==> src/rtl/ours_oursring_64_to_32_seq.sv <==
// Oursring 64-bit slave to 32-bit AXI-style master bridge.
// One transaction in flight; each 64-bit access is split into 32-bit halves.
package ours_oursring_pkg;
    typedef enum logic [1:0] {
        AXI4_RESP_OKAY   = 2'b00,
        AXI4_RESP_EXOKAY = 2'b01,
        AXI4_RESP_SLVERR = 2'b10,
        AXI4_RESP_DECERR = 2'b11
    } axi4_resp_t;

    typedef struct packed {
        logic [11:0] awid;
        logic [39:0] awaddr;
    } oursring_req_if_aw_t;

    typedef struct packed {
        logic [63:0] wdata;
        logic [7:0]  wstrb;
        logic        wlast;
    } oursring_req_if_w_t;

    typedef struct packed {
        logic [11:0] arid;
        logic [39:0] araddr;
    } oursring_req_if_ar_t;

    typedef struct packed {
        logic [11:0] rid;
        logic [63:0] rdata;
        axi4_resp_t  rresp;
        logic        rlast;
    } oursring_resp_if_r_t;

    typedef struct packed {
        logic [11:0] bid;
        axi4_resp_t  bresp;
    } oursring_resp_if_b_t;
endpackage

module ours_oursring_64_to_32_seq
    import ours_oursring_pkg::*;
(
    input  logic                clk,
    input  logic                rst,
    input  logic                or_req_if_awvalid,
    output logic                or_req_if_awready,
    input  oursring_req_if_aw_t or_req_if_aw,
    input  logic                or_req_if_wvalid,
    output logic                or_req_if_wready,
    input  oursring_req_if_w_t  or_req_if_w,
    input  logic                or_req_if_arvalid,
    output logic                or_req_if_arready,
    input  oursring_req_if_ar_t or_req_if_ar,
    output logic                or_resp_if_rvalid,
    input  logic                or_resp_if_rready,
    output oursring_resp_if_r_t or_resp_if_r,
    output logic                or_resp_if_bvalid,
    input  logic                or_resp_if_bready,
    output oursring_resp_if_b_t or_resp_if_b,
    output logic                awvalid,
    input  logic                awready,
    output logic [11:0]         awid,
    output logic [39:0]         awaddr,
    output logic                wvalid,
    input  logic                wready,
    output logic [31:0]         wdata,
    output logic [3:0]          wstrb,
    input  logic                bvalid,
    output logic                bready,
    input  logic [11:0]         bid,
    input  logic [1:0]          bresp,
    output logic                arvalid,
    input  logic                arready,
    output logic [11:0]         arid,
    output logic [39:0]         araddr,
    input  logic                rvalid,
    output logic                rready,
    input  logic [11:0]         rid,
    input  logic [31:0]         rdata,
    input  logic [1:0]          rresp
);
    typedef enum logic [2:0] {IDLE, WREQ, WRSP, BOUT, RREQ, RRSP, ROUT} state_t;

    state_t      state_q, state_d;
    logic        half_q, half_d;
    logic        last_rd_q, last_rd_d;
    logic        aw_done_q, aw_done_d;
    logic        w_done_q, w_done_d;

    logic [11:0] id_q;
    logic [39:3] addr_q;
    logic [63:0] data_q;
    logic [7:0]  strb_q;
    logic [1:0]  resp_q;
    logic [63:0] rdata_q;

    logic wr_elig, rd_elig, in_idle, gnt_wr, gnt_rd;
    logic w_first_half, need_hi, aw_acc, w_acc;

    // IP ids and wlast carry no information for this bridge.
    logic unused_ok;
    assign unused_ok = ^{bid, rid, or_req_if_w.wlast,
                         or_req_if_aw.awaddr[2:0], or_req_if_ar.araddr[2:0]};

    assign wr_elig = or_req_if_awvalid & or_req_if_wvalid;
    assign rd_elig = or_req_if_arvalid;
    assign in_idle = (state_q == IDLE) & ~rst;
    // On conflict, grant whichever side did not win last time.
    assign gnt_wr  = in_idle & wr_elig & (~rd_elig | last_rd_q);
    assign gnt_rd  = in_idle & rd_elig & ~(wr_elig & last_rd_q);

    assign w_first_half = (or_req_if_w.wstrb[3:0] == 4'h0) & (or_req_if_w.wstrb[7:4] != 4'h0);
    assign need_hi      = ~half_q & (strb_q[7:4] != 4'h0);
    assign aw_acc       = awvalid & awready;
    assign w_acc        = wvalid & wready;

    always_ff @(posedge clk) begin
        if (rst) begin
            state_q   <= IDLE;
            half_q    <= 1'b0;
            last_rd_q <= 1'b1;
            aw_done_q <= 1'b0;
            w_done_q  <= 1'b0;
        end else begin
            state_q   <= state_d;
            half_q    <= half_d;
            last_rd_q <= last_rd_d;
            aw_done_q <= aw_done_d;
            w_done_q  <= w_done_d;
        end
    end

    always_comb begin
        state_d   = state_q;
        half_d    = half_q;
        last_rd_d = last_rd_q;
        aw_done_d = aw_done_q;
        w_done_d  = w_done_q;
        case (state_q)
            IDLE: begin
                if (gnt_wr) begin
                    state_d   = WREQ;
                    half_d    = w_first_half;
                    last_rd_d = 1'b0;
                    aw_done_d = 1'b0;
                    w_done_d  = 1'b0;
                end else if (gnt_rd) begin
                    state_d   = RREQ;
                    half_d    = 1'b0;
                    last_rd_d = 1'b1;
                end
            end
            WREQ: begin
                aw_done_d = aw_done_q | aw_acc;
                w_done_d  = w_done_q | w_acc;
                if ((aw_done_q | aw_acc) & (w_done_q | w_acc)) begin
                    state_d   = WRSP;
                    aw_done_d = 1'b0;
                    w_done_d  = 1'b0;
                end
            end
            WRSP: begin
                if (bvalid) begin
                    if (need_hi) begin
                        state_d = WREQ;
                        half_d  = 1'b1;
                    end else begin
                        state_d = BOUT;
                    end
                end
            end
            BOUT: begin
                if (or_resp_if_bready) begin
                    state_d = IDLE;
                    half_d  = 1'b0;
                end
            end
            RREQ: if (arready) state_d = RRSP;
            RRSP: begin
                if (rvalid) begin
                    if (!half_q) begin
                        state_d = RREQ;
                        half_d  = 1'b1;
                    end else begin
                        state_d = ROUT;
                    end
                end
            end
            ROUT: begin
                if (or_resp_if_rready) begin
                    state_d = IDLE;
                    half_d  = 1'b0;
                end
            end
            default: state_d = IDLE;
        endcase
    end

    always_comb begin
        or_req_if_awready = gnt_wr;
        or_req_if_wready  = gnt_wr;
        or_req_if_arready = gnt_rd;
        awvalid           = 1'b0;
        wvalid            = 1'b0;
        bready            = 1'b0;
        arvalid           = 1'b0;
        rready            = 1'b0;
        or_resp_if_bvalid = 1'b0;
        or_resp_if_rvalid = 1'b0;
        if (!rst) begin
            case (state_q)
                WREQ: begin
                    awvalid = ~aw_done_q;
                    wvalid  = ~w_done_q;
                end
                WRSP:    bready            = 1'b1;
                BOUT:    or_resp_if_bvalid = 1'b1;
                RREQ:    arvalid           = 1'b1;
                RRSP:    rready            = 1'b1;
                ROUT:    or_resp_if_rvalid = 1'b1;
                default: ;
            endcase
        end
    end

    // Payload capture; the merged response keeps the worst (numerically largest) beat resp.
    always_ff @(posedge clk) begin
        if (gnt_wr) begin
            id_q   <= or_req_if_aw.awid;
            addr_q <= or_req_if_aw.awaddr[39:3];
            data_q <= or_req_if_w.wdata;
            strb_q <= or_req_if_w.wstrb;
            resp_q <= 2'b00;
        end else if (gnt_rd) begin
            id_q   <= or_req_if_ar.arid;
            addr_q <= or_req_if_ar.araddr[39:3];
            resp_q <= 2'b00;
        end
        if (state_q == WRSP && bvalid && bresp > resp_q) resp_q <= bresp;
        if (state_q == RRSP && rvalid) begin
            if (rresp > resp_q) resp_q <= rresp;
            if (half_q) rdata_q[63:32] <= rdata;
            else        rdata_q[31:0]  <= rdata;
        end
    end

    assign awid   = id_q;
    assign awaddr = {addr_q, half_q, 2'b00};
    assign wdata  = half_q ? data_q[63:32] : data_q[31:0];
    assign wstrb  = half_q ? strb_q[7:4] : strb_q[3:0];
    assign arid   = id_q;
    assign araddr = {addr_q, half_q, 2'b00};

    assign or_resp_if_b.bid   = id_q;
    assign or_resp_if_b.bresp = axi4_resp_t'(resp_q);
    assign or_resp_if_r.rid   = id_q;
    assign or_resp_if_r.rdata = rdata_q;
    assign or_resp_if_r.rresp = axi4_resp_t'(resp_q);
    assign or_resp_if_r.rlast = 1'b1;
endmodule

==> config.mk <==
export PLATFORM = sky130hd
export DESIGN_NAME = ours_oursring_64_to_32_seq
export DESIGN_NICKNAME = d
export VERILOG_FILES = /design/src/rtl/ours_oursring_64_to_32_seq.sv
export SDC_FILE = /design/constraint.sdc
export NUM_CORES = 1
export LEC_CHECK = 0
export CAP_MARGIN = 20
export CORE_AREA = 4 4 191 193
export DETAILED_ROUTE_END_ITERATION = 6
export DIE_AREA = 0 0 195 197
export SETUP_SLACK_MARGIN = 0.4
export SYNTH_ARGS = -nofsm -noshare
export SYNTH_HDL_FRONTEND = slang
export SYNTH_SLANG_ARGS = --single-unit
export TNS_END_PERCENT = 5
==> constraint.sdc <==
create_clock -name clk -period 5.6 [get_ports clk]
set_clock_uncertainty 0.1 [all_clocks]
set_input_delay 1.12 -clock clk [delete_from_list [all_inputs] [get_ports clk]]
set_output_delay 1.12 -clock clk [all_outputs]
set_load 0.02 [all_outputs]
==> results of run 1 <==
## registers in the layout, indices dropped and copies added, names as in the netlist
signal and count:
addr_q 37, rdata_q 64, data_q 64, arid 12
aw_done_q 1, half_q 1, w_done_q 1, strb_q 8
state_q 3, last_rd_q 1, resp_q 2
## synthesized netlist by cell type (2+ instances only)
cell,instances
sky130_fd_sc_hd__nor4_1,2
sky130_fd_sc_hd__nand2b_1,3
sky130_fd_sc_hd__clkbuf_1,3
sky130_fd_sc_hd__o21ai_0,5
sky130_fd_sc_hd__a2111oi_0,2
sky130_fd_sc_hd__nor2_1,8
sky130_fd_sc_hd__buf_1,4
sky130_fd_sc_hd__nand2_1,6
sky130_fd_sc_hd__nand3_1,3
sky130_fd_sc_hd__edfxtp_1,185
sky130_fd_sc_hd__a21oi_1,10
sky130_fd_sc_hd__nor3_1,11
sky130_fd_sc_hd__mux2i_1,2
sky130_fd_sc_hd__nor2b_1,6
sky130_fd_sc_hd__mux2_1,4
sky130_fd_sc_hd__conb_1,2
sky130_fd_sc_hd__buf_4,83
sky130_fd_sc_hd__nor4bb_1,3
sky130_fd_sc_hd__or3b_2,2
sky130_fd_sc_hd__a21o_1,2
sky130_fd_sc_hd__ha_1,4
sky130_fd_sc_hd__dfxtp_1,9
sky130_fd_sc_hd__buf_2,2
sky130_fd_sc_hd__inv_1,10
sky130_fd_sc_hd__buf_6,5
sky130_fd_sc_hd__mux2_2,84
## area by class of cell
| class | count | area, µm² |
|---|---|---|
| multi-input cells | 181 | 1602 |
| clock inverters | 14 | 146.4 |
| well taps | 455 | 569.3 |
| fillers | 3286 | 21420 |
| clock buffers | 18 | 429.2 |
| repair buffers | 460 | 4604 |
| flip-flops and latches | 194 | 5737 |
| inverters | 10 | 37.54 |
## power breakdown
| part | total [mW] | leakage [nW] | internal, mW | switching (mW) |
|---|---|---|---|---|
| clock | 1.21 | 0.279 | 0.629 | 0.576 |
| sequential | 1.94 | 1.76 | 1.78 | 0.161 |
| combinational | 1.51 | 2.38 | 0.789 | 0.725 |
| total | 4.66 | 4.42 | 3.20 | 1.46 |
## logic make-up after synthesis
kind of cell	synth area share, %
flops	71.04
buf+inv	9.329
mux	12.52
simple gates	4.091
compound gates	2.201
fa+ha+maj	0.6199
other cells	0.09301
xor+xnor	0.1085
## metal layers
| layer | up-vias | track usage, % | wire length [µm] |
|---|---|---|---|
| li1 | 2476 | - | - |
| met1 | 2548 | 12.33 | 8686 |
| met2 | 250 | 20.56 | 12140 |
| met3 | 25 | 5.709 | 2546 |
| met4 | 6 | 4.163 | 440 |
| met5 | - | 0 | 40 |
## metrics by stage
| step | cells | power [mW] | utilization (%) | cell area, µm² | hold WS (ns) |
|---|---|---|---|---|---|
| 4_1_cts | 1332 | 4.744 | 38.00 | 13130 | 0.4089 |
| 3_3_place_gp | 1300 | 3.501 | 36.33 | 12550 | 0.3796 |
| 5_1_grt | 1332 | 4.877 | 38.00 | 13130 | 0.4299 |
| 2_1_floorplan | 482 | 2.821 | - | 8085 | 0.3681 |
| 3_5_place_dp | 1300 | 3.514 | 36.33 | 12550 | 0.3919 |
| 6_report | 1332 | 4.659 | 38.00 | 13130 | 0.4065 |
## cells in the final DEF, fill, tap and decap left out, types with 4 or more instances in the layout
cell type / n
sky130_fd_sc_hd__mux2_1: 4
sky130_fd_sc_hd__clkdlybuf4s50_1: 455
sky130_fd_sc_hd__dfxtp_1: 8
sky130_fd_sc_hd__nor3_1: 11
sky130_fd_sc_hd__clkbuf_16: 17
sky130_fd_sc_hd__conb_1: 5
sky130_fd_sc_hd__nand2_1: 6
sky130_fd_sc_hd__inv_6: 5
sky130_fd_sc_hd__buf_4: 4
sky130_fd_sc_hd__a21oi_1: 10
sky130_fd_sc_hd__o21ai_0: 5
sky130_fd_sc_hd__nor2b_1: 6
sky130_fd_sc_hd__mux2_2: 84
sky130_fd_sc_hd__ha_1: 4
sky130_fd_sc_hd__edfxtp_1: 185
sky130_fd_sc_hd__inv_1: 9
sky130_fd_sc_hd__nor2_1: 6
## worst register-to-register path: stages (launching register included)
cell	delay, ns
sky130_fd_sc_hd__dfxtp_1	0.50
sky130_fd_sc_hd__or4_4	0.64
sky130_fd_sc_hd__a211oi_4	0.36
sky130_fd_sc_hd__buf_12	0.52
sky130_fd_sc_hd__mux2_2	0.58
## path summary, 6_finish.rpt
path                                  from                 to  slack [ns]
worst max-delay path                   rst  or_req_if_awready        1.25
worst min-delay path             last_rd_q          last_rd_q        0.41
worst max register to register  state_q[0]         addr_q[26]        2.66
worst min register to register   last_rd_q          last_rd_q        0.41
==> impl_metrics.ini, run 1 <==
[run_status]
status = finished, final reports clean

[cts]
clk-insertion-delay-late_ns = 0.43
cts-buffers-inserted = 17
clock-sinks = 194
htreeDepth = 4
cts-hold-fix-buffers = 0
cts_root_buf = sky130_fd_sc_hd__clkbuf_16
cts_resized = 0
ctsLongestPathBuffers = 2
cts_tree = yes
cts.clk_slew.worst_paths_ns = 0.07
post_cts_buffers = 0

[route]
post_drt_wl_per_cell_um = 17.91
detail_route.first_pass.iterations = 4
ant_nets_after_route = 0
remaining_drc_errors = 0
drt_first_iter_violations = 166
routed_via_density = 3.983
drt-total-wl_um = 23860
detailroute.via_count = 5305

[sta]
finalSetupViolCount = 0
final_critical_path_setup_slack_ns = 1.246
unrepaired_setup_endpoints_after_global_routing = false
final-hold-violation-count = 0
timing.fmax_ghz = 0.2297
final.setup.tns_ns = 0
timing_worst_slew_pin_value_ns = 1.034
max-slew-margin-rel_pct = 31.08
fin_crit_share_pct = 77.75
final_max_slew_viol_count = 0
period_minus_slack_ns = 4.354

[floorplan]
fp.dieH_um = 197
die_w_um = 195
placeableCoreArea_um2 = 34540
dieArea_um2 = 38420
rows = 68
floorplan.initialDensity_pct = 23.37
floorplan.io_pins = 492

[cells_and_area]
nNetsFinal = 1117
diodes = 0
drive_above_1_share_pct = 14.82
areaGrowthSynthToFinish_pct = 62.56

[setup_path]
cp_data_required_time_ns = 4.38
critical_path.slowest_cell = sky130_fd_sc_hd__clkdlybuf4s50_1
timing_worst_setup_path_type = in2out
nature_of_the_critical_path_endpoint = output pin
worst-path-max-fanout = 4
cp.buffers_inverters = 2
cpLargestDelayFamily = buffers and inverters
path_cells = clkdlybuf4s50_1 -> or4_4 -> a211oi_4 -> clkdlybuf4s50_1
critical_path.max_stage_delay_ns = 0.73
cp_num_cells = 4
crit_top_cell = sky130_fd_sc_hd__clkdlybuf4s50_1
crit_path_start_kind = input port
r2r.worst_path.cells = 4
arrival_ns = 3.13

[placed_design]
routability_congestion_estimate = 0.7727
io_buffer_count = 455
dp_slack_ns = 1.218
place_hpwl_um = 18600

[grt]
track_usage_pct = 11.74
grt_start_max_net_pins = 123
first_global_vias = 5540
grt_first_pass_wirelength_um = 34180
grt_antenna_before_repair = 3
global_route.overflow_total = 0

[power_and_ir_drop]
largest_voltage_drop_on_the_vdd_net_uv = 285.6
leakage_nw = 4.421
power-per-cell-area_nw_per_um2 = 354.9

[logic_synthesis]
ys.flop_type = sky130_fd_sc_hd__edfxtp_1
post_synth_design_cell_area_um2 = 8074
flip_flop_and_latch_count_after_synthesis = 194
synth_cell_type_count = 45
async_reset_ff_share_pct = 0
synthesis.yosys.warnings = 0
post_synth_inst_count = 479
ys_seq_area_share_pct = 71.04
syn-mean-instance-area_um2 = 16.86
netlist.top_cell.by_area = sky130_fd_sc_hd__edfxtp_1
synth-edff-count = 185
synth_top_cell_area_share_pct = 68.81
synth_area_leaders = sky130_fd_sc_hd__edfxtp_1, sky130_fd_sc_hd__mux2_2, sky130_fd_sc_hd__buf_4, sky130_fd_sc_hd__dfxtp_1, sky130_fd_sc_hd__buf_6

[worst_hold_path]
hold_path_depth = 1
holdCritPathClass = reg2reg

[job]
number_of_max_cap_violations = 0
No activity file was read; power rests on OpenSTA's default activity.
==> run 2: changes to the inputs <==
clock period = 3.7 ns   (was 5.6 ns; I/O delays follow)
==> run 2 against run 1 <==
Worst hold slack got worse by 0.0074 ns. Clock power is 52% higher. Sequential cell count unchanged. Die area unchanged. Critical endpoint unchanged. Highest routed layer unchanged.
==> impl_metrics.ini, run 2 (synthesis gave the netlist of run 1 again) <==
[run_status]
status = finished, final reports clean

[grt]
grt_start_max_net_pins = 104
track_usage_pct = 11.96
global_route.overflow_total = 0
grt_antenna_before_repair = 1
first_global_vias = 5634
grt_first_pass_wirelength_um = 34730

[cts]
clock-sinks = 194
cts_root_buf = sky130_fd_sc_hd__clkbuf_16
clk-insertion-delay-late_ns = 0.44
htreeDepth = 4
cts-hold-fix-buffers = 0
cts.clk_slew.worst_paths_ns = 0.07
ctsLongestPathBuffers = 2
cts-buffers-inserted = 17
cts_tree = yes

[cells_and_area]
nNetsFinal = 1125
top_regs = data_q (64), rdata_q (64), addr_q (37)
layout.cells.most_common = sky130_fd_sc_hd__clkdlybuf4s50_1
drive_above_1_share_pct = 15.82
nFillCells = 3265
post-route-util_pct = 38.31
areaGrowthSynthToFinish_pct = 63.89
diodes = 0
most-common-layout-cells = sky130_fd_sc_hd__clkdlybuf4s50_1, sky130_fd_sc_hd__edfxtp_1, sky130_fd_sc_hd__mux2_2

[floorplan]
dieArea_um2 = 38420
rows = 68
floorplan.initialDensity_pct = 23.37
die_w_um = 195
fp.dieH_um = 197
placeableCoreArea_um2 = 34540
floorplan.io_pins = 492

[setup_path]
cp_data_required_time_ns = 2.86
nature_of_the_critical_path_endpoint = output pin
worst-path-max-fanout = 4
timing.rr.start = state_q[0]
cpLargestDelayFamily = buffers and inverters
r2r_endpoint = addr_q[33]
cp.buffers_inverters = 3
r2r.worst_path.cells = 5
critical_path.max_stage_delay_ns = 0.48
critical_path.slowest_cell = sky130_fd_sc_hd__or4_4
timing_worst_setup_path_type = in2out
crit_path_start_kind = input port
path_cells = clkdlybuf4s50_1 -> or4_4 -> a211oi_4 -> buf_4 -> clkdlybuf4s15_1
worst-r2r-setup-slack_ns = 0.99
arrival_ns = 2.56

[sta]
final_max_slew_viol_count = 0
timing.fmax_ghz = 0.2943
timing_worst_slew_pin_value_ns = 0.5882
hold_ws_ns = 0.3991
final-hold-violation-count = 0
unrepaired_setup_endpoints_after_global_routing = true
finalSetupViolCount = 0
final.setup.tns_ns = 0
fin_crit_share_pct = 91.83
final_critical_path_setup_slack_ns = 0.3024
period_minus_slack_ns = 3.398
max-slew-margin-rel_pct = 60.79

[route]
routed_met3_length_um = 2136
drt_first_iter_violations = 191
routedLengthMet1_um = 9083
ant_nets_after_route = 0
dr_wl_met2_um = 12560
routed_via_density = 3.967
post_drt_wl_per_cell_um = 18.02
remaining_drc_errors = 0
drt-total-wl_um = 24150
detail_route.first_pass.iterations = 4
routed.top_layer = met5
detailroute.via_count = 5316

[power_and_ir_drop]
leakage_nw = 4.501
power-per-cell-area_nw_per_um2 = 538.4
largest_voltage_drop_on_the_vdd_net_uv = 510.8

[worst_hold_path]
hold_path_depth = 1
holdCritPathClass = reg2reg
hold_end = last_rd_q
origin_of_the_worst_min_delay_path = last_rd_q

[placed_design]
dp_slack_ns = 0.04940
io_buffer_count = 455
place_hpwl_um = 18940
routability_congestion_estimate = 0.7890

[job]
number_of_max_cap_violations = 0
-- run 2: changes by cell type in the layout (fill, tap and decap cells not counted), moves of 2 or more --
cell	previous run	this run
sky130_fd_sc_hd__clkinv_2	2	0
sky130_fd_sc_hd__clkinv_4	1	3
sky130_fd_sc_hd__clkdlybuf4s50_1	455	451
sky130_fd_sc_hd__inv_6	5	3
sky130_fd_sc_hd__buf_4	4	10
sky130_fd_sc_hd__buf_12	1	4
sky130_fd_sc_hd__inv_8	2	4
-- run 2: worst register-to-register path, stage by stage (launching register included) --
cell,delay (ns)
sky130_fd_sc_hd__dfxtp_1,0.36
sky130_fd_sc_hd__or4_4,0.57
sky130_fd_sc_hd__a211oi_4,0.32
sky130_fd_sc_hd__buf_4,0.21
sky130_fd_sc_hd__buf_12,0.40
sky130_fd_sc_hd__mux2_2,0.51
-- run 2: worst max-delay path by stage --
stage                     from                 to  slack (ns)  cells past startpoint
after detailed placement   rst  or_req_if_awready        0.05                      4
after CTS                  rst  or_req_if_awready        0.23                      5
final                      rst  or_req_if_awready        0.30                      5
after global placement     rst  or_req_if_awready        0.04                      4
after global routing       rst  or_req_if_awready        0.23                      5
after floorplan            rst   or_req_if_wready        0.56                      4
-- run 2: cell type report --
| type | instances | area (µm²) | area share [%] |
|---|---|---|---|
| multi-input cells | 181 | 1602 | 12.10 |
| clock buffers | 17 | 425.4 | 3.215 |
| flip-flops and latches | 194 | 5737 | 43.35 |
| repair buffers | 468 | 4701 | 35.52 |
| well taps | 455 | 569.3 | 4.302 |
| inverters | 10 | 37.54 | 0.2837 |
| clock inverters | 15 | 161.4 | 1.220 |
-- run 2: repair_timing --
| action | in CTS | in global routing |
|---|---|---|
| pin swaps | 1 | 0 |
| buffers inserted | 1 | 0 |
| hold endpoints to repair | 0 | 0 |
| gates resized for setup | 2 | 2 |
| endpoints found under the setup margin | 5 | 6 |
-- run 2: metrics by stage --
stage                     instances  total power, mW  cell area, µm²
after floorplan                 482            4.270            8085
after global placement         1307            5.363           12640
after detailed placement       1307            5.376           12640
after CTS                      1340            7.263           13230
after global routing           1340            7.478           13230
final                          1340            7.125           13230
-- run 2: per-layer routing --
layer  GRT usage, %  up-vias
li1               -     2492
met1          13.10     2544
met2          21.36      256
met3          4.821       22
met4          3.646        2
met5              0        -
-- run 2: power breakdown --
group | total [mW] | internal [mW] | leakage (nW) | switching (mW)
Clock | 1.84 | 0.909 | 0.281 | 0.930
Sequential | 2.82 | 2.69 | 1.76 | 0.132
Combinational | 2.47 | 1.25 | 2.46 | 1.22
